[src/rtl/ingress_port_buf.sv]
// ingress_port_buf: per-input-port FIFO feeding the output mux controller.
// Tags each word with its destination, pops on winning grant, and reports HOL stall and drops.
`ifndef PORT_NUB_TOTAL
`define PORT_NUB_TOTAL 4
`endif
`ifndef DATA_WIDTH
`define DATA_WIDTH 8
`endif
module ingress_port_buf #(
  parameter int PORT_ID = 0,
  parameter int DEPTH = 4,
  parameter int STALL_LIMIT = 15,
  localparam int N = `PORT_NUB_TOTAL,
  localparam int WS = $clog2(N),
  localparam int DW = `DATA_WIDTH
) (
  input  logic                 clk,
  input  logic                 rst_n,
  input  logic                 in_valid,
  output logic                 in_ready,
  input  logic [WS-1:0]        in_dest,
  input  logic [DW-1:0]        in_data,
  output logic [N-1:0]         port_vaild,
  input  logic [N-1:0]         wr_en_in,
  input  logic [WS*N-1:0]      mux_sel_in,
  output logic [2*WS+DW-1:0]   data_out,
  output logic                 hol_stall,
  output logic [7:0]           drop_cnt
);
  localparam int AW = $clog2(DEPTH);
  logic [WS-1:0] r_dest [DEPTH];
  logic [DW-1:0] r_data [DEPTH];
  logic [AW-1:0] r_rd_ptr, r_wr_ptr;
  logic [AW:0]   r_count;
  logic [7:0]    r_stall_cnt, r_drop_cnt;
  logic          r_hol_stall;
  logic          w_head_valid, w_push, w_store, w_grant;
  logic [WS-1:0] w_hd, w_sel;
  logic [7:0]    w_stall_nxt;
  assign w_head_valid = r_count != '0;
  assign w_hd         = r_dest[r_rd_ptr];
  assign w_sel        = mux_sel_in[w_hd*WS +: WS];
  assign w_grant      = w_head_valid & wr_en_in[w_hd] & (w_sel == WS'(PORT_ID));
  assign in_ready     = r_count != (AW+1)'(DEPTH);
  assign w_push       = in_valid & in_ready;
  // destinations past N only exist when N is not a power of two; those words are dropped
  assign w_store      = w_push & ({1'b0, in_dest} < (WS+1)'(N));
  assign w_stall_nxt  = (!w_head_valid || w_grant) ? 8'd0 :
                        (r_stall_cnt == 8'hFF) ? r_stall_cnt : r_stall_cnt + 8'd1;
  assign port_vaild   = w_head_valid ? N'(1) << w_hd : '0;
  assign data_out     = {WS'(PORT_ID), w_hd, r_data[r_rd_ptr]};
  assign hol_stall    = r_hol_stall;
  assign drop_cnt     = r_drop_cnt;
  always_ff @(posedge clk) begin
    if (w_store) begin
      r_dest[r_wr_ptr] <= in_dest;
      r_data[r_wr_ptr] <= in_data;
    end
  end
  always_ff @(posedge clk) begin
    if (!rst_n) begin
      r_rd_ptr    <= '0;
      r_wr_ptr    <= '0;
      r_count     <= '0;
      r_stall_cnt <= '0;
      r_drop_cnt  <= '0;
      r_hol_stall <= 1'b0;
    end else begin
      r_wr_ptr    <= r_wr_ptr + AW'(w_store);
      r_rd_ptr    <= r_rd_ptr + AW'(w_grant);
      r_count     <= r_count + (AW+1)'(w_store) - (AW+1)'(w_grant);
      r_stall_cnt <= w_stall_nxt;
      r_hol_stall <= w_stall_nxt >= 8'(STALL_LIMIT);
      if (w_push && !w_store && r_drop_cnt != 8'hFF) r_drop_cnt <= r_drop_cnt + 8'd1;
    end
  end
endmodule

[config.mk]
export PLATFORM = sky130hd
export DESIGN_NAME = ingress_port_buf
export DESIGN_NICKNAME = d
export VERILOG_FILES = /design/src/rtl/ingress_port_buf.sv
export SDC_FILE = /design/constraint.sdc
export NUM_CORES = 1
export LEC_CHECK = 0
export BUFFER_PORTS_ARGS = -buffer_cell sky130_fd_sc_hd__buf_4
export CORE_MARGIN = 2
export CORE_UTILIZATION = 41
export CTS_CLUSTER_DIAMETER = 50
export CTS_CLUSTER_SIZE = 16
export DETAILED_ROUTE_END_ITERATION = 16
export GPL_TIMING_DRIVEN = 0
export SKIP_CTS_REPAIR_TIMING = 1
export SYNTH_ARGS = -nofsm -noshare
export SYNTH_HDL_FRONTEND = slang
export SYNTH_SLANG_ARGS = --single-unit
[constraint.sdc]
create_clock -name clk -period 8.45 [get_ports clk]
set_input_delay 0 -clock clk [delete_from_list [all_inputs] [get_ports clk]]
set_output_delay 0 -clock clk [all_outputs]
set_load 0.02 [all_outputs]
======== Word level (Yosys, flattened, before mapping) ========
Memories as Yosys holds them, arrays and structs flattened. A register that Yosys moved wholly into a read port is not among the register bits.
Index checks and enable logic that the tools add are counted.
cells by class
  add/subtract/negate cells ............... 5
  magnitude comparators ................... 2
  equality and inequality tests ........... 2
  shift operators ......................... 2
  muxes and demuxes ....................... 9
  bitwise logic cells ..................... 3
  reduce and logical (&&, ||, !) cells .... 4
operators by type and width
  operator                                                           count
  two-way mux 8 bit                                                  2
  adder 8 x 1 -> 8 bit, second input constant                        1
  == test 8 bit, second input constant                               1
  greater-or-equal comparator 8 x 4 -> 1 bit, second input constant  1
  variable part select 8 x 4 -> 2 bit                                1
  adder 2 x 1 -> 2 bit                                               2
  two-way mux 2 bit                                                  2
  two-way mux 4 bit                                                  1
  left shift 1 x 2 -> 4 bit, first input constant                    1
  adder 3 x 1 -> 3 bit                                               1
  bitwise AND 1 bit                                                  3
  < comparator 2 x 3 -> 1 bit, second input constant                 1
  two-way mux 1 bit                                                  3
  != test 3 bit, second input constant                               1
  nonzero test 3 bit                                                 1
  subtractor 3 x 1 -> 3 bit                                          1
  binary-select mux 1 bit (select 2 bit)                             1
  zero test 2 bit                                                    1
  zero test 1 bit                                                    1
  logical OR 1 bit                                                   1
word-level totals
  register bits ........................... 16
  bits in writable memories ............... 40
  bits of input ports ..................... 25
  output and inout bits ................... 26
  logic and storage cells ................. 34
  memories kept ........................... 2
memories
  name    words  width  rd ports  clocked after Yosys merged registers in  write ports  RTL line  source
  r_data  4      8      1         1                                        1            32        logic [DW-1:0] r_data [DEPTH];
  r_dest  4      2      1         1                                        1            31        logic [WS-1:0] r_dest [DEPTH];

======== Depth between registers and ports, before layout ========
Gate-level depths: netlist of run 1.
  depth after elaboration ................. 7
  depth in mapped cells ................... 12
  mapped depth without buffers ............ 11

======== Worst setup path before layout of run 1 ========
OpenSTA, ideal clock, no wires.
  path type ............................... flip-flop to flip-flop
  start point ............................. register r_rd_ptr[0] (netlist name)
  end point ............................... register r_count[2]
  library setup time ...................... 0.115 ns
  arrival time ............................ 2.942 ns
  data required time ...................... 8.335 ns
  path slack .............................. 5.393 ns
  cell stages (with the launch flop) ...... 13
  buffers on the path ..................... 1
  clock period less this slack ............ 3.057 ns
  path through ............................ dfxtp_1 buf_6 mux4_2 mux2i_4 nor2b_1 a211oi_1 ha_1 inv_1 ha_1 fa_1 xnor2_1 xnor2_1 and2_1
RTL lines
  item                    RTL line  source
  end signal: assignment  71        r_count <= r_count + (AW+1)'(w_store) - (AW+1)'(w_grant);
  end: declaration        34        logic [AW:0] r_count;

==> results of run 1 <==
-- flip-flops by register name, summed over array words and instances, names as in the netlist --
signal / flops
r_rd_ptr: 2
r_count: 3
hol_stall: 1
r_wr_ptr: 2
r_dest: 8
r_stall_cnt: 8
r_data: 32
-- layout make-up --
class / instances / area [um2]
Fill cell: 506 / 2750
Sequential cell: 56 / 1520
Multi-Input combinational cell: 102 / 886
Timing Repair Buffer: 51 / 410
Buffer: 14 / 98.8
Tap cell: 75 / 93.8
Clock buffer: 5 / 68.8
Clock inverter: 3 / 46.3
Inverter: 4 / 15.0
-- metrics by stage --
step           area [um2]  utilization (%)  instances
2_1_floorplan        2520                -        176
3_3_place_gp         2910             49.4        291
3_5_place_dp         2920             49.5        291
4_1_cts              3030             51.5        299
5_1_grt              3140             53.4        310
6_report             3140             53.4        310
-- synth_stat cells (4+ instances only) --
master / number / area share [%]
edfxtp_1: 40 / 48
dfxtp_1: 16 / 13
nand2_1: 12 / 1.8
buf_4: 10 / 3.0
nor2_1: 10 / 1.5
and2_1: 8 / 2.0
mux4_1: 8 / 8.5
ha_1: 5 / 2.5
nor3b_1: 5 / 1.5
and3_1: 4 / 1.0
inv_1: 4 / 0.60
nor3_1: 4 / 0.81
xor2_1: 4 / 1.4
-- cell usage in the layout (no fill, tap or decap), types with 4 or more instances in the layout --
cell	synthesis	routed
and2_1	8	8
and3_1	4	4
buf_4	10	50
clkbuf_8	0	5
conb_1	1	10
dfxtp_1	16	16
dlygate4sd3_1	0	11
edfxtp_1	40	40
ha_1	5	5
inv_1	4	4
mux4_1	8	8
nand2_1	12	12
nor2_1	10	10
nor3_2	3	4
nor3b_1	5	5
xor2_1	4	4
-- worst min-delay path, delay by kind of cell --
| family | cells | cell delay, ns |
|---|---|---|
| and+or+nand+nor | 2 | 0.20 |
| buffers and inverters | 2 | 0.19 |
| adders and majority gates | 1 | 0.13 |
-- worst paths after layout --
check	end	start	slack (ns)	cells past startpoint
setup / recovery	r_count[2]	r_rd_ptr[0]	5.29	12
hold / removal	r_wr_ptr[0]	in_valid	0.24	5
setup reg to reg	r_count[2]	r_rd_ptr[0]	5.29	12
hold reg to reg	r_stall_cnt[1]	r_stall_cnt[1]	0.53	2
-- power breakdown --
group          switching [mW]  internal [mW]
Combinational           0.150          0.136
Sequential             0.0186          0.333
Clock                  0.0850         0.0893
Total                   0.254          0.558
-- cells by family (layout without fill, tap and decap cells) --
kind of cell	after synthesis	in the layout	synth area share, %
buffers and inverters	18	77	4.59
flip-flops	56	56	61.3
multiplexers	13	13	12.1
AO/OA/AOI/OAI	10	10	3.48
XOR/XNOR	7	7	2.47
other	1	10	0.151
AND/OR/NAND/NOR	56	56	12.6
adder cells (fa/ha/maj)	6	6	3.33
-- per-layer routing --
layer | global-route usage, % | part of all wire [%] | vias to the layer above
met5 | 0 | 0 | -
met4 | 4.00 | 1.3 | 0
met3 | 3.96 | 3.4 | 6
met2 | 21.3 | 52 | 25
met1 | 16.3 | 44 | 712
li1 | - | - | 740
==> impl_metrics.csv, run 1 <==
group,metric,value,unit
status,outcome,"finished, final reports clean",
drt,vias,1483,
die,start_util,42.2,%
die,num_rows,28,
global_route,grt_max_degree,19,
power,peakVddDrop,0.0000975,V
synthesis,syn_inst,167,
die,io-pin-count,51,
finish,area_growth,26.5,%
timing,relSlewSlack,34.4,%
drt,wl,4090,um
drt,drc,0,
worst_setup_path,crit_arrival,3.37,ns
timing,layout_setup_ws,5.29,ns
synthesis,yosysWarnings,0,
cts,clkTransAtPathRegs,0.10,ns
global_route,grt_antenna_before_repair,0,
global_route,grt_pass1_wl,6370,um
worst_setup_path,cp-end-kind,"register",
place,port_buffers,40,
drt,antenna_left,0,
die,core_area,5890,um2
timing,hold-worst-slack,0.238,ns
timing,hold_viol,0,
cts,cts_tree,"yes",
die,die_w,81.8,um
worst_setup_path,crit_type,"register to register",
drt,first_iter_violations,51,
flow_run,drv_cap,0,
drt,dr.pass1.iters,5,
cts,max-clock-path-buffers,2,
cts,insertion_delay,0.31,ns
place,gp_congestion,0.762,
global_route,grt_pass1_vias,1360,
cts,cts_sinks,56,
timing,fin_crit_sh,37.4,%
global_route,grt_overflow,0,
drt,wl_per_cell,13.2,um
synthesis,mappedNetlistArea,2480,um2
cts,cts_htree_levels,2,
timing,clock.fmax,0.317,GHz
timing,rsz0062_at_grt,"no",
timing,setup_viol,0,
power,powerDensity,258,nW/um2
worst_setup_path,cp_num_buf_inv,2,
synthesis,synth_area_per_cell,14.9,um2
place,dp_slack,5.25,ns
worst_setup_path,crit_required,8.66,ns
cts,cts_buffers,5,
worst_setup_path,path_max_fanout,10,
synthesis,ys_seq_area_share,61.3,%
synthesis,synthArstFlopShare,0,%
power,p_leak,1.21,nW
finish,nets,265,
min_path,min-delay-path-class,"primary input to register",
synthesis,synth.distinct_cells,37,
finish,diodes,0,
timing,slew_violations,0,
drt,via_per_inst,4.78,
worst_setup_path,cpPeakStageDelay,0.64,ns
timing,skew,0.00800,ns
cts,cts-root-buf,"clkbuf_8",
timing,period_needed,3.16,ns
worst_setup_path,start_kind,"register",
timing,worst_slew_pin_slew,0.980,ns
timing,finalSetupTns,0,ns
finish,layout-drive-gt1-share,29.8,%
global_route,grt_use_total,12.9,%
worst_setup_path,critical-path-top-delay-family,"multiplexers",
place,hpwl,2850,um
synthesis,synth_ff_type,"edfxtp_1",
power,total_power,0.812,mW
worst_setup_path,crit_path_cell_trace,"buf_6 > mux4_2 > mux2i_4 > nor2b_1 > a211oi_1 > ha_1 > inv_1 > ha_1 > fa_1 > xnor2_1 > xnor2_1 > and2_1",
die,die_h,81.8,um
synthesis,synth_edf_count,40,
worst_setup_path,slowest_stage,"mux4_2",
synthesis,synth-seq-cells,56,
die,die_area,6690,um2
No activity file was read; power rests on OpenSTA's default activity.
==> run 2, diff against run 1 <==
==> constraint.sdc (replaced) <==
create_clock -name clk -period 3.1 [get_ports clk]
set_input_delay 0 -clock clk [delete_from_list [all_inputs] [get_ports clk]]
set_output_delay 0 -clock clk [all_outputs]
set_load 0.02 [all_outputs]
==> impl_metrics.csv, run 2 (synthesized netlist as in run 1, its figures left out) <==
group,metric,value,unit
status,outcome,"finished, final reports clean",
drt,wl_per_cell,13.1,um
die,io-pin-count,51,
timing,fin_crit_sh,94.2,%
global_route,grt_use_total,12.9,%
die,num_rows,28,
timing,skew,0.00740,ns
drt,drc,0,
timing,worst_slew_pin_slew,0.965,ns
timing,hold-worst-slack,0.232,ns
die,die_area,6690,um2
worst_setup_path,slowest_stage,"mux4_2",
cts,cts_tree,"yes",
worst_setup_path,r2r_setup_slack,0.18,ns
timing,setup_viol,0,
global_route,grt_pass1_wl,6370,um
global_route,grt_antenna_before_repair,0,
finish,final_util,54.1,%
finish,reg_top3,"r_data x32, r_dest x8, r_stall_cnt x8",
timing,period_needed,2.92,ns
global_route,grt_pass1_vias,1360,
place,gp_congestion,0.762,
place,dpl_cell_area,2920,um2
worst_setup_path,cp_num_buf_inv,2,
global_route,grt_max_degree,19,
drt,via_per_inst,4.75,
finish,n_fill_cell,498,
drt,first_iter_violations,59,
cts,insertion_delay,0.30,ns
finish,layout_common_cells,"55 x buf_4, 40 x edfxtp_1, 16 x dfxtp_1, 12 x nand2_1, 11 x dlygate4sd3_1",
power,peakVddDrop,0.000266,V
power,powerDensity,711,nW/um2
finish,top_register,"r_data",
timing,hold_viol,0,
power,total_power,2.27,mW
flow_run,drv_cap,0,
worst_setup_path,critical-path-top-delay-family,"multiplexers",
worst_setup_path,crit_required,3.31,ns
finish,final_area,3190,um2
worst_setup_path,cp-end-kind,"register",
finish,diodes,0,
place,dp_slack,-0.0974,ns
worst_setup_path,reg2reg_to,"r_count[2]",
cts,clkTransAtPathRegs,0.10,ns
finish,layout_commonest_cell,"buf_4",
drt,wl,4120,um
finish,layout-drive-gt1-share,32.1,%
worst_setup_path,ff2ff_path_depth,11,
worst_setup_path,start_kind,"register",
min_path,hold_path_depth,5,
timing,slew_violations,0,
worst_setup_path,crit_path_cell_trace,"buf_6 > mux4_2 > mux2i_2 > a211oi_2 > ha_1 > inv_1 > ha_1 > fa_1 > xnor2_1 > xnor2_1 > and2_1",
timing,layout_setup_ws,0.179,ns
min_path,hold_end,"r_wr_ptr[0]",
place,port_buffers,40,
die,die_h,81.8,um
cts,cts_sinks,56,
power,p_leak,1.24,nW
cts,cts-root-buf,"clkbuf_8",
worst_setup_path,path_max_fanout,4,
worst_setup_path,r2r-start,"r_rd_ptr[0]",
worst_setup_path,crit_arrival,3.13,ns
finish,nets,270,
cts,cts_buffers,5,
place,hpwl,2850,um
die,die_w,81.8,um
drt,dr.pass1.iters,4,
drt,vias,1495,
timing,clock.fmax,0.342,GHz
die,start_util,42.2,%
cts,cts_htree_levels,2,
cts,max-clock-path-buffers,2,
die,core_area,5890,um2
worst_setup_path,cpPeakStageDelay,0.58,ns
drt,antenna_left,0,
global_route,grt_overflow,0,
finish,area_growth,28.3,%
timing,relSlewSlack,35.4,%
min_path,min-delay-path-class,"primary input to register",
min_path,min_from,"in_valid",
worst_setup_path,crit_type,"register to register",
finish,largest_reg_flops,32,
==> run 2: changes by cell type in the layout (fill, tap and decap cells not counted), sizes merged <==
cell  change
buf       +5
==> run 2: how the worst max path moves through the flow <==
stage	to	slack (ns)	startpoint	cells past startpoint
after floorplan	r_count[2]	0.04	r_rd_ptr[0]	12
after global placement	r_count[2]	-0.12	r_rd_ptr[0]	12
after detailed placement	r_count[2]	-0.1	r_rd_ptr[0]	12
after CTS	r_count[2]	-0.12	r_rd_ptr[0]	12
after global routing	r_count[2]	-0.0008	r_rd_ptr[0]	12
final	r_count[2]	0.18	r_rd_ptr[0]	11
==> run 2: cell type report <==
class	count	area, um2	share of cell area (%)
sequential	56	1520	47.8
multi-input combinational	102	893	28.0
timing repair buffer	56	448	14.1
buffer	14	98.8	3.10
tap	75	93.8	2.95
clock buffer	5	68.8	2.16
clock inverter	3	46.3	1.45
inverter	4	15.0	0.471
==> run 2: routing by layer <==
metal,GRT usage (%),up-vias,part of all wire [%]
met2,21.3,23,52
met4,4.00,0,1.3
met1,16.3,715,44
met5,0,-,0
li1,-,751,-
met3,3.96,6,3.0
==> run 2: power by group <==
group	internal (mW)	total, mW	switching, mW	leakage [nW]
Combinational	0.408	0.831	0.422	0.689
Sequential	0.908	0.959	0.0508	0.497
Clock	0.243	0.476	0.233	0.0548
==> run 2: per-stage QoR <==
stage,std cells,TNS (ns)
after detailed placement,291,-0.0974
final,315,0
after floorplan,176,0
after CTS,299,-0.119
after global placement,291,-0.121
after global routing,315,-0.000755
==> run 2: worst register-to-register path, stage by stage, from the launching register on <==
cell and delay [ns]:
dfxtp_1 0.36, buf_6 0.12, mux4_2 0.58, mux2i_2 0.34, a211oi_2 0.14, ha_1 0.30
inv_1 0.04, ha_1 0.18, fa_1 0.37, xnor2_1 0.14, xnor2_1 0.12, and2_1 0.15
==> run 3, diff against run 2 <==
==> constraint.sdc (replaced) <==
create_clock -name clk -period 3.6 [get_ports clk]
set_input_delay 0.18 -clock clk [delete_from_list [all_inputs] [get_ports clk]]
set_output_delay 0.18 -clock clk [all_outputs]
set_load 0.02 [all_outputs]
==> impl_metrics.csv, run 3 (synthesized netlist as in run 1, its figures left out) <==
group,metric,value,unit
drt,antenna_left,0,
cts,cts_tree,"yes",
timing,rsz0062_at_grt,"no",
finish,area_growth,22.1,%
global_route,grt_overflow,0,
drt,drc,0,
cts,clkTransAtPathRegs,0.10,ns
flow_run,drv_cap,0,
drt,dr.pass1.iters,4,
timing,period_needed,3.16,ns
place,hpwl,2850,um
timing,worst_slew_pin_slew,0.966,ns
power,peakVddDrop,0.000222,V
drt,wl,4000,um
min_path,min-delay-path-class,"primary input to register",
finish,nets,254,
timing,hold_viol,0,
timing,fin_crit_sh,87.7,%
die,start_util,42.2,%
finish,largest_reg_flops,32,
timing,clock.fmax,0.317,GHz
finish,layout_common_cells,"50 x buf_4, 40 x edfxtp_1, 16 x dfxtp_1, 12 x nand2_1",
worst_setup_path,cp-end-kind,"register",
timing,finalSetupTns,0,ns
timing,layout_setup_ws,0.443,ns
global_route,use_met3,3.96,%
die,die_h,81.8,um
global_route,grt_max_degree,19,
cts,cts_htree_levels,2,
worst_setup_path,path_max_fanout,10,
global_route,grt_antenna_before_repair,0,
status,outcome,"finished, final reports clean",
power,p_leak,1.17,nW
timing,relSlewSlack,35.4,%
global_route,grt_pass1_vias,1360,
cts,max-clock-path-buffers,2,
cts,cts_buffers,5,
global_route,met1_usage,16.3,%
drt,vias,1441,
die,die_w,81.8,um
finish,top_register,"r_data",
global_route,grt_use_total,12.9,%
timing,slew_violations,0,
place,port_buffers,40,
die,num_rows,28,
place,dp_slack,0.403,ns
die,core_area,5890,um2
global_route,grt_pass1_wl,6370,um
finish,reg_top3,"r_data x32, r_dest x8, r_stall_cnt x8",
finish,diodes,0,
worst_setup_path,start_kind,"register",
timing,setup_viol,0,
finish,layout-drive-gt1-share,31.3,%
global_route,globalRouteMet2Util,21.3,%
global_route,busiest_layer,"met2",
drt,via_per_inst,4.82,
drt,first_iter_violations,49,
worst_setup_path,crit_type,"register to register",
place,gp_congestion,0.762,
cts,cts-root-buf,"clkbuf_8",
drt,wl_per_cell,13.4,um
cts,cts_sinks,56,
worst_setup_path,crit_arrival,3.37,ns
die,io-pin-count,51,
finish,layout_commonest_cell,"buf_4",
timing,skew,0.00804,ns
die,die_area,6690,um2
power,powerDensity,625,nW/um2
cts,insertion_delay,0.30,ns
worst_setup_path,crit_required,3.81,ns
run 3: cell types whose count changed in the layout (fill, tap and decap cells not counted), sizes merged:
cell         change
buf              -5
dlygate4sd3     -11
run 3: area by class of cell:
| class | instances | area (um2) |
|---|---|---|
| multi-input cells | 102 | 886 |
| clock inverters | 3 | 46.3 |
| clock buffers | 5 | 68.8 |
| fillers | 514 | 2860 |
| plain buffers | 14 | 98.8 |
| flip-flops and latches | 56 | 1520 |
| well taps | 75 | 93.8 |
| inverters | 4 | 15.0 |
| repair buffers | 40 | 300 |
run 3: path summary, 6_finish.rpt:
check                         to  depth (start not counted)            from  slack [ns]
setup reg to reg      r_count[2]                         12     r_rd_ptr[0]        0.44
hold reg to reg   r_stall_cnt[1]                          2  r_stall_cnt[1]        0.53
hold / removal      r_data[0][1]                          1      in_data[1]        0.07
setup / recovery      r_count[2]                         12     r_rd_ptr[0]        0.44
run 3: report_power, final:
group          switching, mW  internal [mW]
Combinational          0.349          0.311
Clock                  0.199          0.210
Sequential            0.0438          0.782
run 3: critical path: stages, from the launching register on:
cell	delay (ns)
dfxtp_1	0.36
buf_6	0.18
mux4_2	0.64
mux2i_4	0.24
nor2b_1	0.15
a211oi_1	0.31
ha_1	0.19
inv_1	0.04
ha_1	0.18
fa_1	0.37
xnor2_1	0.14
xnor2_1	0.12
and2_1	0.15
run 3: per-layer routing:
metal	vias to the layer above	share of wire (%)
li1	717	-
met1	693	42
met2	25	52
met3	6	5.2
met4	0	1.3
met5	-	0
run 3: through the flow:
stage	total power, mW	instances	area, um2	hold WS [ns]	util (%)
floorplan	1.30	176	2520	0.279	-
global placement	1.51	291	2910	0.383	49.4
detailed placement	1.52	291	2920	0.385	49.5
CTS	1.92	299	3030	0.0624	51.5
global route	2.02	299	3030	0.0553	51.5
finish	1.89	299	3030	0.0690	51.5
